==> src/rtl/pkg_alu.sv <==
// Shared types for the sequential ALU: opcodes, FSM states and shift-amount sizing.
package pkg_alu;

    typedef enum logic [3:0] {
        OP_ADD = 4'd0,
        OP_SUB = 4'd1,
        OP_NEG = 4'd2,
        OP_MUL = 4'd3,
        OP_AND = 4'd4,
        OP_OR  = 4'd5,
        OP_NOT = 4'd6,
        OP_XOR = 4'd7,
        OP_SHL = 4'd8,
        OP_SHR = 4'd9,
        OP_SAR = 4'd10
    } alu_op_e;

    typedef enum logic [1:0] {
        S_IDLE,
        S_MULT,
        S_DONE
    } alu_state_e;

    // One extra bit so amounts >= the result width are representable.
    function automatic int unsigned shamt_width(input int unsigned dw_out);
        return $clog2(dw_out) + 1;
    endfunction

endpackage

==> src/rtl/seq_mult.sv <==
// Shift-add multiplier on operand magnitudes; done is asserted during the last of DW_IN steps.
module seq_mult #(
    parameter int unsigned DW_IN = 5
) (
    input  logic                 clk,
    input  logic                 rst_n,
    input  logic                 start,
    input  logic [DW_IN-1:0]     a,
    input  logic [DW_IN-1:0]     b,
    output logic                 done,
    output logic [2*DW_IN-1:0]   product
);

    localparam int unsigned PW = 2 * DW_IN;
    localparam int unsigned CW = $clog2(DW_IN + 1);

    logic              busy;
    logic              neg;
    logic [CW-1:0]     cnt;
    logic [PW-1:0]     acc;
    logic [PW-1:0]     mcand;
    logic [DW_IN-1:0]  mplier;
    logic [PW-1:0]     acc_next;
    logic [DW_IN-1:0]  mag_a;
    logic [DW_IN-1:0]  mag_b;

    always_comb begin
        mag_a    = a[DW_IN-1] ? (~a + DW_IN'(1)) : a;
        mag_b    = b[DW_IN-1] ? (~b + DW_IN'(1)) : b;
        acc_next = mplier[0] ? (acc + mcand) : acc;
        done     = busy && (cnt == CW'(DW_IN - 1));
        // Final step's partial sum is signed here so the result is ready on the same edge.
        product  = neg ? (~acc_next + PW'(1)) : acc_next;
    end

    always_ff @(posedge clk) begin
        if (!rst_n) begin
            busy   <= 1'b0;
            neg    <= 1'b0;
            cnt    <= '0;
            acc    <= '0;
            mcand  <= '0;
            mplier <= '0;
        end else if (start) begin
            busy   <= 1'b1;
            neg    <= a[DW_IN-1] ^ b[DW_IN-1];
            cnt    <= '0;
            acc    <= '0;
            mcand  <= PW'(mag_a);
            mplier <= mag_b;
        end else if (busy) begin
            acc    <= acc_next;
            mcand  <= mcand << 1;
            mplier <= mplier >> 1;
            cnt    <= cnt + CW'(1);
            if (done) begin
                busy <= 1'b0;
            end
        end
    end

endmodule

==> src/rtl/seq_alu.sv <==
// Sequential ALU: single-cycle combinational ops, multi-cycle multiply, registered result and flags.
module seq_alu
    import pkg_alu::*;
#(
    parameter int unsigned DW_IN  = 5,
    parameter int unsigned DW_OUT = 8,
    parameter int unsigned NO     = 4
) (
    input  logic              i_clk,
    input  logic              i_rst_n,
    input  logic              i_start,
    input  logic [DW_IN-1:0]  i_numberA,
    input  logic [DW_IN-1:0]  i_numberB,
    input  logic [NO-1:0]     i_control,
    output logic              o_busy,
    output logic              o_ready,
    output logic [DW_OUT-1:0] o_result,
    output logic              o_zero,
    output logic              o_negative,
    output logic              o_overflow,
    output logic              o_carry,
    output logic              o_error
);

    localparam int unsigned SW = shamt_width(DW_OUT);
    localparam int unsigned PW = (2 * DW_IN > DW_OUT) ? 2 * DW_IN : DW_OUT;

    alu_state_e state, state_next;

    logic                 accept, is_mul, mul_done;
    logic [2*DW_IN-1:0]   mul_product;
    logic [PW-1:0]        p_ext;
    logic [DW_OUT-1:0]    mul_res;
    logic                 mul_v;
    logic [DW_OUT-1:0]    a_ext, b_ext, alu_res;
    logic [DW_OUT:0]      sum, diff;
    logic [SW-1:0]        amt;
    logic                 big, alu_v, alu_c, alu_e;

    always_comb begin
        state_next = state;
        o_busy     = (state != S_IDLE);
        o_ready    = (state == S_DONE);
        case (state)
            S_IDLE:  if (i_start) state_next = is_mul ? S_MULT : S_DONE;
            S_MULT:  if (mul_done) state_next = S_DONE;
            S_DONE:  state_next = S_IDLE;
            default: state_next = S_IDLE;
        endcase
    end

    always_ff @(posedge i_clk) begin
        if (!i_rst_n) begin
            state <= S_IDLE;
        end else begin
            state <= state_next;
        end
    end

    assign is_mul = (i_control == NO'(OP_MUL));
    assign accept = (state == S_IDLE) && i_start;

    seq_mult #(
        .DW_IN (DW_IN)
    ) u_mult (
        .clk     (i_clk),
        .rst_n   (i_rst_n),
        .start   (accept && is_mul),
        .a       (i_numberA),
        .b       (i_numberB),
        .done    (mul_done),
        .product (mul_product)
    );

    always_comb begin
        p_ext   = PW'($signed(mul_product));
        mul_res = p_ext[DW_OUT-1:0];
        mul_v   = (PW'($signed(mul_res)) != p_ext);
    end

    always_comb begin
        a_ext   = DW_OUT'($signed(i_numberA));
        b_ext   = DW_OUT'($signed(i_numberB));
        sum     = {1'b0, a_ext} + {1'b0, b_ext};
        diff    = {1'b0, a_ext} + {1'b0, ~b_ext} + (DW_OUT + 1)'(1);
        amt     = b_ext[SW-1:0];
        big     = (32'(amt) >= DW_OUT);
        alu_res = '0;
        alu_v   = 1'b0;
        alu_c   = 1'b0;
        alu_e   = 1'b0;
        case (i_control)
            NO'(OP_ADD): begin
                alu_res = sum[DW_OUT-1:0];
                alu_c   = sum[DW_OUT];
                alu_v   = (a_ext[DW_OUT-1] == b_ext[DW_OUT-1]) && (alu_res[DW_OUT-1] != a_ext[DW_OUT-1]);
            end
            NO'(OP_SUB): begin
                alu_res = diff[DW_OUT-1:0];
                alu_c   = ~diff[DW_OUT];
                alu_v   = (a_ext[DW_OUT-1] != b_ext[DW_OUT-1]) && (alu_res[DW_OUT-1] != a_ext[DW_OUT-1]);
            end
            NO'(OP_NEG): alu_res = ~b_ext + DW_OUT'(1);
            NO'(OP_MUL): alu_res = '0;
            NO'(OP_AND): alu_res = a_ext & b_ext;
            NO'(OP_OR):  alu_res = a_ext | b_ext;
            NO'(OP_NOT): alu_res = ~a_ext;
            NO'(OP_XOR): alu_res = a_ext ^ b_ext;
            NO'(OP_SHL): alu_res = big ? '0 : (a_ext << amt);
            NO'(OP_SHR): alu_res = big ? '0 : (a_ext >> amt);
            NO'(OP_SAR): alu_res = big ? {DW_OUT{a_ext[DW_OUT-1]}} : DW_OUT'($signed(a_ext) >>> amt);
            default:     alu_e   = 1'b1;
        endcase
    end

    always_ff @(posedge i_clk) begin
        if (!i_rst_n) begin
            o_result   <= '0;
            o_zero     <= 1'b0;
            o_negative <= 1'b0;
            o_overflow <= 1'b0;
            o_carry    <= 1'b0;
            o_error    <= 1'b0;
        end else if (accept && !is_mul) begin
            o_result   <= alu_res;
            o_zero     <= (alu_res == '0) && !alu_e;
            o_negative <= alu_res[DW_OUT-1];
            o_overflow <= alu_v;
            o_carry    <= alu_c;
            o_error    <= alu_e;
        end else if ((state == S_MULT) && mul_done) begin
            o_result   <= mul_res;
            o_zero     <= (mul_res == '0);
            o_negative <= mul_res[DW_OUT-1];
            o_overflow <= mul_v;
            o_carry    <= 1'b0;
            o_error    <= 1'b0;
        end
    end

endmodule

==> config.mk <==
export PLATFORM = sky130hd
export DESIGN_NAME = seq_alu
export DESIGN_NICKNAME = d
export VERILOG_FILES = /design/src/rtl/pkg_alu.sv /design/src/rtl/seq_mult.sv /design/src/rtl/seq_alu.sv
export SDC_FILE = /design/constraint.sdc
export NUM_CORES = 1
export LEC_CHECK = 0
export ABC_AREA = 1
export BUFFER_PORTS_ARGS = -buffer_cell sky130_fd_sc_hd__buf_2
export CORE_ASPECT_RATIO = 0.7
export CORE_MARGIN = 10
export CORE_UTILIZATION = 35
export CTS_BUF_LIST = sky130_fd_sc_hd__clkbuf_16
export CTS_CLUSTER_SIZE = 25
export DETAILED_ROUTE_END_ITERATION = 6
export PLACE_DENSITY = 0.54
export SLEW_MARGIN = 20
export SYNTH_ARGS = -nofsm -noshare
export SYNTH_HDL_FRONTEND = slang
export SYNTH_SLANG_ARGS = --single-unit
==> constraint.sdc <==
create_clock -name i_clk -period 3.6 [get_ports i_clk]
set_input_delay 0.72 -clock i_clk [delete_from_list [all_inputs] [get_ports i_clk]]
set_output_delay 0.72 -clock i_clk [all_outputs]
set_load 0.01 [all_outputs]
==> reports/qor.log <==
qor: clock_tree.htree_num_levels 2
qor: critical_path.critPathLaunchType input pin
qor: timing.post-route-period-util 86.0%
qor: power_and_ir_drop.p_leak 2.36 nW
qor: yosys.synth.lib_cells_used.distinct 41
qor: place.hpwl 11800 µm
qor: clock_tree.post_cts.repair.setup_buffers 0
qor: final_layout.n_fill_cell 1265
qor: critical_path.critPathMaxStageDelay 0.46 ns
qor: drt.detailroute.via_count 4568
qor: timing.clock_skew 0.00281 ns
qor: yosys.synthCells 687
qor: die.pin_count 32
qor: final_layout.post-route-cell-area 0.00460 mm²
qor: final_layout.layout_common_cells sky130_fd_sc_hd__nand2_1 (204), sky130_fd_sc_hd__inv_1 (100), sky130_fd_sc_hd__nor2_1 (66), sky130_fd_sc_hd__a21oi_1 (55), sky130_fd_sc_hd__nand3_1 (49)
qor: critical_path.worstSetupStartpoint i_numberA[0]
qor: min_path.hp-start o_error$_SDFFE_PN0P_
qor: die.dieHeight 111 µm
qor: timing.timing_max_transition_violations_final 0
qor: die.design.die.area 0.0165 mm²
qor: run_status.status finished, final reports clean
qor: global_route.grt-ovfl-total 0
qor: critical_path.critPathBufInv 3
qor: final_layout.utilization 40.9%
qor: critical_path.worstSetupEndpointType flip-flop
qor: global_route.track_usage 16.9%
qor: yosys.synth_seq_area_share 21.5%
qor: final_layout.num-nets-final 769
qor: place.dpl_cells 862
qor: critical_path.crit_path_cell_trace buf_2 > inv_1 > ha_1 > inv_1 > fa_1 > nand2_1 > nand2_1 > a21oi_1 > fa_1 > o22ai_1 > nor2_1 > nand4_1 > nor2_1 > nand3_1 > nor2_1 > nor2_1 > a21oi_1
qor: die.floorplan.die.width 149 µm
qor: die.std_cell_rows 32
qor: critical_path.crit_top_cell sky130_fd_sc_hd__nor2_1
qor: drt.drt-total-wl 14400 µm
qor: clock_tree.tritoncts.num_buffers 5
qor: final_layout.syn_to_final_growth 12.1%
qor: timing.min_period 3.10 ns
qor: die.initial_core_util 36.5%
qor: global_route.grt_pass1_wl 22400 µm
qor: clock_tree.ctsResizeCount 0
qor: clock_tree.ctsRootBufferMaster sky130_fd_sc_hd__clkbuf_16
qor: clock_tree.cts_tree built
qor: yosys.postSynthRegisterBits 44
qor: timing.fin_tns_setup 0 ns
qor: timing.setup_violations 0
qor: final_layout.drive_gt1_share 8.51%
qor: critical_path.worst-endpoint-arrival 3.28 ns
qor: drt.drtPass1Iterations 5
qor: drt.drc 0
qor: clock_tree.clkTransAtPathRegs 0.06 ns
qor: power_and_ir_drop.cellPowerDensity 294 mW/mm²
qor: yosys.avgSynthCellArea 5.98 µm²
qor: final_layout.stdcell_count 870
qor: yosys.synth-edff-count 0
qor: place.port-buffer-count 31
qor: clock_tree.post_cts_hold_buffer_count 0
qor: critical_path.worst-setup-path-type in -> reg
qor: critical_path.critPathRequiredTime 3.78 ns
qor: drt.ant_nets 0
qor: timing.timing.final.ws_setup 0.503 ns
qor: place.gp_congestion 1.02
qor: drt.drt_iter0_drc 510
qor: global_route.grt_antenna_before_repair 0
qor: power_and_ir_drop.max-vdd-ir-drop 177 µV
qor: clock_tree.max-clock-path-buffers 2
qor: yosys.yosys_warnings 0
qor: timing.fmax 323 MHz
qor: yosys.ys_dominant_reg_cell sky130_fd_sc_hd__dfxtp_1
qor: die.placeableCoreArea 0.0113 mm²
qor: yosys.synth-async-reset-ratio 0%
qor: flow_run.drv_cap 0
qor: yosys.synth_top_cell_by_area sky130_fd_sc_hd__dfxtp_1
qor: timing.timing.hold.ws 0.469 ns
qor: timing.rsz0062_at_grt false
qor: clock_tree.clock_sinks 44
qor: yosys.syn_nets 740
qor: timing.slew_headroom 55.5%
qor: critical_path.worst_path_max_delay_cell sky130_fd_sc_hd__fa_1
qor: global_route.first_global_vias 4023
qor: timing.worst_slew_pin_slew 0.660 ns
qor: yosys.synthDominantCellAreaShare 21.5%
qor: final_layout.layout_commonest_cell sky130_fd_sc_hd__nand2_1
qor: yosys.synthTopCellsByArea sky130_fd_sc_hd__dfxtp_1 (21%), sky130_fd_sc_hd__nand2_1 (19%), sky130_fd_sc_hd__ha_1 (9.4%)
qor: place.detailedPlace.worstSlack 0.251 ns
qor: drt.wire_per_inst 16.6 µm
qor: drt.viasPerCell 5.25
qor: global_route.grt_max_degree 29
qor: critical_path.timing.critical_path.fanout_max 6
qor: yosys.synth_cell_area 0.00411 mm²
qor: min_path.classification_of_the_worst_slack_hold_path reg -> reg
qor: final_layout.antenna_cells_inserted 0
qor: power_and_ir_drop.fin_total_pwr 1.35 mW
qor: critical_path.timing.rr.start u_mult.mcand[0]$_SDFFE_PN0P_
qor: place.post_placement_cell_area 0.00444 mm²
qor: timing.finalHoldViolCount 0
qor: critical_path.cp_top_family adder cells
qor: clock_tree.clock_insertion_delay_worst_skew 0.29 ns
worst reg2reg max path: cells and delay by family (launching register included):
kind | cells | cell delay (ns)
fa+ha+maj | 3 | 0.90
flops | 1 | 0.34
compound gates | 3 | 0.41
buf+inv | 1 | 0.05
simple gates | 10 | 0.85
cell families after synthesis:
kind of cell             share of synthesized area, %
adder cells (fa/ha/maj)                          11.9
buffers and inverters                            11.2
AND/OR/NAND/NOR                                  35.1
flip-flops                                       21.5
XOR/XNOR                                         1.71
AO/OA/AOI/OAI                                    18.7
synth_stat cells, types with 7 or more instances:
cell type / n
sky130_fd_sc_hd__a31oi_1: 7
sky130_fd_sc_hd__a21oi_1: 55
sky130_fd_sc_hd__o211ai_1: 8
sky130_fd_sc_hd__o21ai_0: 38
sky130_fd_sc_hd__dfxtp_1: 44
sky130_fd_sc_hd__nor3_1: 10
sky130_fd_sc_hd__nor2_1: 66
sky130_fd_sc_hd__nand2_1: 204
sky130_fd_sc_hd__xor2_1: 8
sky130_fd_sc_hd__inv_1: 99
sky130_fd_sc_hd__clkbuf_1: 11
sky130_fd_sc_hd__ha_1: 31
sky130_fd_sc_hd__nand4_1: 7
sky130_fd_sc_hd__nand3_1: 49
sequential cells by signal, summed over array words and instances (netlist names):
signal / flops
o_carry: 1
o_error: 1
o_overflow: 1
o_result: 8
o_zero: 1
state: 2
u_mult.acc: 10
u_mult.busy: 1
u_mult.cnt: 3
u_mult.mcand: 10
u_mult.mplier: 5
u_mult.neg: 1
layout make-up:
class                      instances  area [µm²]  share of cell area [%]
timing repair buffer              40         223                    4.84
multi-input combinational        524        2760                    60.1
sequential                        44         881                    19.1
clock inverter                     3        38.8                   0.843
tap                              153         191                    4.16
inverter                         101         379                    8.24
clock buffer                       5         125                    2.72
routing by layer:
layer  routed length [µm]  up-vias  global-route usage, %
met2                 4850      203                   18.6
met4                  104        0                   2.47
li1                     -     2292                      -
met5                    0        -                      0
met3                 1550       11                   5.74
met1                 7910     2062                   28.6
path summary, 6_finish.rpt:
kind	end	slack (ns)	cells after the start
hold reg to reg	o_error$_SDFFE_PN0P_	0.47	2
setup reg to reg	o_overflow$_SDFFE_PN0P_	0.94	17
hold / removal	o_error$_SDFFE_PN0P_	0.47	2
setup / recovery	o_zero$_SDFFE_PN0P_	0.50	17
report_power, final:
group | switching, mW | total (mW) | internal, mW
Combinational | 0.214 | 0.313 | 0.0988
Sequential | 0.0115 | 0.513 | 0.502
Clock | 0.201 | 0.526 | 0.324
Total | 0.427 | 1.35 | 0.924
Power figures use the tool's default switching activity.
